<file path="config.mk">
export PLATFORM = sky130hd
export DESIGN_NAME = gcd_stream_driver
export DESIGN_NICKNAME = d
export VERILOG_FILES = /design/src/rtl/gcd_stream_driver.sv
export SDC_FILE = /design/constraint.sdc
export NUM_CORES = 1
export LEC_CHECK = 0
export CAP_MARGIN = 20
export CORE_UTILIZATION = 23
export DETAILED_ROUTE_END_ITERATION = 7
export SKIP_LAST_GASP = 1
export SYNTH_ARGS = -nofsm -noshare
export SYNTH_HDL_FRONTEND = slang
export SYNTH_SLANG_ARGS = --single-unit
</file>
<file path="constraint.sdc">
create_clock -name clock -period 2.7 [get_ports clock]
set_clock_uncertainty 0.1 [all_clocks]
set_input_delay 0.54 -clock clock [delete_from_list [all_inputs] [get_ports clock]]
set_output_delay 0.54 -clock clock [all_outputs]
set_load 0.01 [all_outputs]
</file>
<file path="src/rtl/gcd_stream_driver.sv">
// gcd_stream_driver: valid/ready stream adapter in front of a four-phase GCD core.
// Sequences operand a, operand b and result collection over gcd_req/gcd_ack.
//
// Parameters:
//   W   operand/result width (must match the attached core)
//   CW  width of the saturating cycle counter
//
// Ports:
//   clock, reset_n                  clock and async active-low reset
//   in_valid/in_ready/in_a/in_b     operand pair input stream
//   out_valid/out_ready             result output stream
//   out_result/out_cycles           gcd(a,b) and accept-to-capture edge count
//   gcd_req/gcd_ack                 four-phase handshake with the core
//   gcd_load_val/gcd_result         operand to core, result from core
//
// Optional feature macro: GCD_STREAM_DRIVER_ZERO_BYPASS_EN
//   When defined, pairs with a zero operand skip the core and return a|b.
module gcd_stream_driver #(
    parameter int W  = 128,
    parameter int CW = 16
) (
    input  logic          clock,
    input  logic          reset_n,
    input  logic          in_valid,
    output logic          in_ready,
    input  logic [W-1:0]  in_a,
    input  logic [W-1:0]  in_b,
    output logic          out_valid,
    input  logic          out_ready,
    output logic [W-1:0]  out_result,
    output logic [CW-1:0] out_cycles,
    output logic          gcd_req,
    input  logic          gcd_ack,
    output logic [W-1:0]  gcd_load_val,
    input  logic [W-1:0]  gcd_result
);

    typedef enum logic [2:0] {
        IDLE,
        REQ_A,
        REL_A,
        REQ_B,
        REL_B,
        OUT
    } state_t;

    localparam logic [CW-1:0] CNT_MAX = '1;

    state_t        state_q;
    state_t        state_d;
    logic [W-1:0]  a_q;
    logic [W-1:0]  a_d;
    logic [W-1:0]  b_q;
    logic [W-1:0]  b_d;
    logic [W-1:0]  res_d;
    logic [CW-1:0] cnt_q;
    logic [CW-1:0] cnt_d;
    logic [CW-1:0] cnt_inc;
    logic [CW-1:0] cyc_d;

    // Saturating increment: the count sticks at all-ones.
    assign cnt_inc = (cnt_q == CNT_MAX) ? cnt_q : cnt_q + CW'(1);

    always_comb begin
        state_d = state_q;
        a_d     = a_q;
        b_d     = b_q;
        cnt_d   = cnt_q;
        res_d   = out_result;
        cyc_d   = out_cycles;
        unique case (state_q)
            IDLE: begin
                if (in_valid) begin
                    a_d   = in_a;
                    b_d   = in_b;
                    cnt_d = '0;
`ifdef GCD_STREAM_DRIVER_ZERO_BYPASS_EN
                    if (in_a == '0 || in_b == '0) begin
                        state_d = OUT;
                        res_d   = in_a | in_b;
                        cyc_d   = '0;
                    end else begin
                        state_d = REQ_A;
                    end
`else
                    state_d = REQ_A;
`endif
                end
            end
            REQ_A: begin
                cnt_d = cnt_inc;
                if (gcd_ack) begin
                    state_d = REL_A;
                end
            end
            REL_A: begin
                cnt_d = cnt_inc;
                if (!gcd_ack) begin
                    state_d = REQ_B;
                end
            end
            REQ_B: begin
                cnt_d = cnt_inc;
                if (gcd_ack) begin
                    res_d   = gcd_result;
                    // The capture edge itself is part of the count.
                    cyc_d   = cnt_inc;
                    state_d = REL_B;
                end
            end
            REL_B: begin
                if (!gcd_ack) begin
                    state_d = OUT;
                end
            end
            OUT: begin
                if (out_ready) begin
                    state_d = IDLE;
                end
            end
            default: begin
                state_d = IDLE;
            end
        endcase
    end

    // Outputs are registered from the next-state values so they change
    // on the same edge as the state they belong to.
    always_ff @(posedge clock or negedge reset_n) begin
        if (!reset_n) begin
            state_q      <= IDLE;
            a_q          <= '0;
            b_q          <= '0;
            cnt_q        <= '0;
            in_ready     <= 1'b1;
            out_valid    <= 1'b0;
            gcd_req      <= 1'b0;
            gcd_load_val <= '0;
            out_result   <= '0;
            out_cycles   <= '0;
        end else begin
            state_q      <= state_d;
            a_q          <= a_d;
            b_q          <= b_d;
            cnt_q        <= cnt_d;
            in_ready     <= (state_d == IDLE);
            out_valid    <= (state_d == OUT);
            gcd_req      <= (state_d == REQ_A) || (state_d == REQ_B);
            // The core samples the load value while waiting, so it must
            // already hold the right operand whenever req is high.
            gcd_load_val <= ((state_d == IDLE) || (state_d == REQ_A)) ? a_d : b_d;
            out_result   <= res_d;
            out_cycles   <= cyc_d;
        end
    end

endmodule

</file>
-- Word level (Yosys, flattened, before mapping)
Cells that the tools add are included.
- add/subtract/negate cells: 1
- eq/ne operators: 10
- multiplexer cells: 15
- reduce and logical (&&, ||, !) cells: 8
- operators by type and width (kind ; count):
    2-to-1 mux 128 bit ; 5
    2-to-1 mux 16 bit ; 2
    case mux 16 bit (2 select lines) ; 1
    2-to-1 mux 3 bit ; 6
    case mux 3 bit (6 select lines) ; 1
    adder 16 x 1 -> 16 bit (second input constant) ; 1
    == test 16 bit (second input constant) ; 1
    == test 3 x 2 -> 1 bit (second input constant) ; 3
    == test 3 bit (second input constant) ; 3
    == test 3 x 1 -> 1 bit (second input constant) ; 2
    zero test 3 bit ; 2
    AND reduction 2 bit ; 2
    OR reduction 3 bit ; 1
    logical OR 1 bit ; 2
    inequality test 2 bit (second input constant) ; 1
    nonzero test 2 bit ; 1
- flip-flop bits (word level): 550
- input bits: 389
- output and inout bits: 275

-- Longest topological paths before layout
- depth after elaboration: 5
- mapped depth: 8
- gate-level depth less buffers: 6

-- Worst setup path before layout
Ideal clock, no wire load.
- path type: input port to flip-flop
- start: in in_valid
- end: reg gcd_load_val[118]
- setup time: 0.125 ns
- data arrival time: 1.755 ns
- setup slack: 0.721 ns
- cell stages on the path: 6
- path through: nor2b_2 -> nand2_2 -> buf_2 -> buf_2 -> mux2_2 -> mux2_2
- elaborated cells between the ends (all ways): 10
- those cells by class: eq/ne (1); mux (7); reduce/logical (2)
- RTL lines (element ; RTL line ; RTL):
    from (decl) ; 24 ; input logic in_valid,
    2-to-1 mux 128 bit ; 73 ; if (in_valid) begin
    2-to-1 mux 128 bit ; 71 ; unique case (state_q)
    net a_d[118] ; 52 ; logic [W-1:0] a_d;
    2-to-1 mux 128 bit ; 151 ; gcd_load_val <= ((state_d == IDLE) || (state_d == REQ_A)) ? a_d : b_d;
    to (signal assigned) ; 151 ;
    to (decl) ; 34 ; output logic [W-1:0] gcd_load_val,
The timed path passes the listed nets, and every way through them passes these cells.
A chain may end at the register's enable or synchronous reset.

-- Final worst setup path
- start: reg gcd_load_val[0]
- end: out gcd_load_val[0]
No word-level cell between the ends.

==> results.py <==
metrics = {
    "critical_path": {
        "critPathBufInv": 1,
        "reg2reg_slack_ns": 0.44,
        "crit_path_end_kind": "primary output",
        "setup.worst_path.start": "gcd_load_val[0]",
        "crit_required_ns": 2.06,
        "crit_type": "reg -> out",
        "start_kind": "register",
        "setup.worst_path.end": "gcd_load_val[0]",
        "timing.rr.end": "cnt_q[0]",
        "cp.depth": 1,
        "ff2ff_path_depth": 6,
        "crit_chain": "clkdlybuf4s50_1",
        "crit_slowest_cell": "clkdlybuf4s50_1",
        "cpLargestDelayFamily": "buffers and inverters",
        "reg2reg_from": "cnt_q[0]",
        "critPathMaxStageDelay_ns": 0.61,
        "critPathMaxFanout": 1,
        "crit_arrival_ns": 1.80,
    },
    "sta": {
        "post-route-period-util_pct": 90.52,
        "setup_tns_ns": 0,
        "slew_headroom_pct": 50.50,
        "tightest_slew_ns": 0.7425,
        "layout_setup_ws_ns": 0.2561,
        "fmax_mhz": 409.2,
        "setup_viol": 0,
        "slew_violations": 0,
        "rsz0062_at_grt": "no",
        "finalCriticalPeriod_ns": 2.444,
        "hold_violations": 0,
        "whs_ns": 0.3671,
    },
    "synth": {
        "synth_most_common_cell": "dfrtp_1",
        "ys_warn_count": 0,
        "synthCells": 1563,
        "synthArstFlopShare_pct": 100.0,
        "synth_flop_cell": "dfrtp_1",
        "synth_edf_count": 0,
        "syn-cell-area_sq_um": 20910,
        "synth_area_leader_cell": "dfrtp_1",
        "synth_cell_type_count": 50,
        "synth_area_leaders": "dfrtp_1 (66%), mux2_2 (20%), nand2_1 (7.4%), buf_2 (1.2%), o21ai_0 (0.50%)",
        "ys_seq_area_share_pct": 65.83,
        "ys_ff_latch": 550,
        "synth_fp_nets": 1953,
        "netlist_top_cells_count": "dfrtp_1 (549), nand2_1 (411), mux2_2 (377)",
        "postSynthAreaPerCell_sq_um": 13.38,
        "synth_top_area_share_pct": 65.71,
    },
    "outcome": {
        "status": "completed",
    },
    "floorplan": {
        "start_util_pct": 23.23,
        "row_count": 110,
        "ios": 664,
        "coreArea_sq_um": 90010,
        "die_x_um": 303.5,
        "die_y_um": 303.5,
        "die-area_sq_um": 92120,
    },
    "flow_run": {
        "drv_cap": 0,
    },
    "clock_tree": {
        "root_buffer": "clkbuf_16",
        "cts_buffers": 60,
        "cts_setup_buffers": 0,
        "tritoncts": "yes",
        "hold_buffers": 1,
        "cts_buffer_depth": 3,
        "cts.sinks": 550,
        "path_clk_slew_ns": 0.06,
        "post_cts_resized": 0,
        "clk_latency_ns": 0.61,
        "htreeDepth": 2,
    },
    "finish": {
        "fillCellCount": 8725,
        "drive_gt1_share_pct": 24.31,
        "syn_to_final_growth_pct": 51.24,
        "nNetsFinal": 2673,
    },
    "pwr": {
        "ir_drop_mv": 0.7154,
        "leakagePower_nw": 13.74,
        "power.total_mw": 38.58,
        "powerDensity_nw_per_um2": 1220,
    },
    "route": {
        "firstDrtPassIters": 4,
        "wire_per_inst_um": 16.48,
        "vias_per_cell": 4.100,
        "wl_mm": 57.86,
        "drc": 0,
        "ant_nets": 0,
        "dr.first_iter.drc_count": 687,
        "via_count": 14399,
    },
    "grt": {
        "grt_pass1_vias": 15662,
        "grt_pass1_wl_mm": 86.69,
        "track_usage_pct": 11.99,
        "grt_max_degree": 106,
        "antenna_found_initial": 7,
        "overflow": 0,
    },
    "placement": {
        "dp_hpwl_mm": 43.62,
        "place_ws_ns": 0.08699,
        "io_buffers": 663,
        "gp_congestion": 0.8108,
    },
    "worst_hold_path": {
        "hp-class": "in -> reg",
    },
}
-- flip-flops by register name, indices dropped and copies added (netlist names) --
register,cells
out_cycles,16
cnt_q,16
state_q,3
gcd_load_val,128
in_ready,1
out_valid,1
gcd_req,1
a_q,128
out_result,128
b_q,128
-- how the worst min path moves through the flow --
stage | start | end | slack, ns | depth (start not counted)
final | gcd_result[59] | out_result[59] | 0.37 | 3
after global placement | out_result[125] | out_result[125] | 0.36 | 2
after floorplan | reset_n | a_q[0] | 0.14 | 0
after CTS | gcd_result[27] | out_result[27] | 0.31 | 3
after global routing | gcd_result[88] | out_result[88] | 0.33 | 3
after detailed placement | out_result[65] | out_result[65] | 0.36 | 2
-- layout by cell type (no fill, tap or decap), drive strengths merged, types with 3 or more instances in the layout --
cell	count
buf	79
clkbuf	90
mux2	385
nand3	7
clkdlybuf4s50	662
inv	5
nor3b	3
nor2	16
a21o	4
a31oi	9
a22o	3
o31ai	3
bufinv	5
nand4	6
dfrtp	549
a21oi	6
nand2	413
o21ai	26
and3	5
clkinv	13
diode	4
o311ai	3
nor3	5
xor2	6
xnor2	4
-- stage by stage --
stage	cells	instance area, sq um	utilization [%]
final	3512	31620	35.13
after global routing	3512	31620	35.13
after CTS	3508	31610	35.12
after detailed placement	3396	29580	32.87
after floorplan	1563	20910	-
after global placement	3396	29580	32.87
-- final cells by class --
| type | instances | area [sq um] | area share, % |
|---|---|---|---|
| flip-flops and latches | 550 | 13760 | 43.53 |
| repair buffers | 742 | 7587 | 23.99 |
| multi-input cells | 926 | 6760 | 21.38 |
| clock buffers | 90 | 1764 | 5.579 |
| well taps | 1176 | 1471 | 4.653 |
| clock inverters | 21 | 254.0 | 0.8032 |
| inverters | 3 | 11.26 | 0.03561 |
| diodes | 4 | 10.01 | 0.03165 |
-- logic make-up (layout without fill, tap and decap cells) --
| logic type | after synthesis | in the layout | share of synthesized area, % |
|---|---|---|---|
| compound gates | 60 | 60 | 1.843 |
| xor+xnor | 10 | 10 | 0.4189 |
| fa+ha+maj | 1 | 1 | 0.05983 |
| buf+inv | 87 | 856 | 1.963 |
| flops | 550 | 550 | 65.83 |
| mux | 386 | 386 | 20.78 |
| other cells | 0 | 4 | 0 |
| simple gates | 469 | 469 | 9.102 |
-- per-layer routing --
layer	up-vias	wire length [um]	GRT usage (%)
met5	-	26	0
met3	88	5707	4.840
met2	492	29940	21.80
met4	4	1331	3.690
li1	6693	-	-
met1	7122	20860	12.52
-- where the power goes --
part	total, mW	switching [mW]	internal [mW]
clock	8.27	3.30	4.97
sequential	13.9	1.52	12.3
combinational	16.5	6.89	9.56
-- tightest hold or removal path: stages --
cell and delay (ns):
clkdlybuf4s50_1 0.39, nand2_1 0.05, nand2_1 0.04
(Power assumes the default switching activity.)
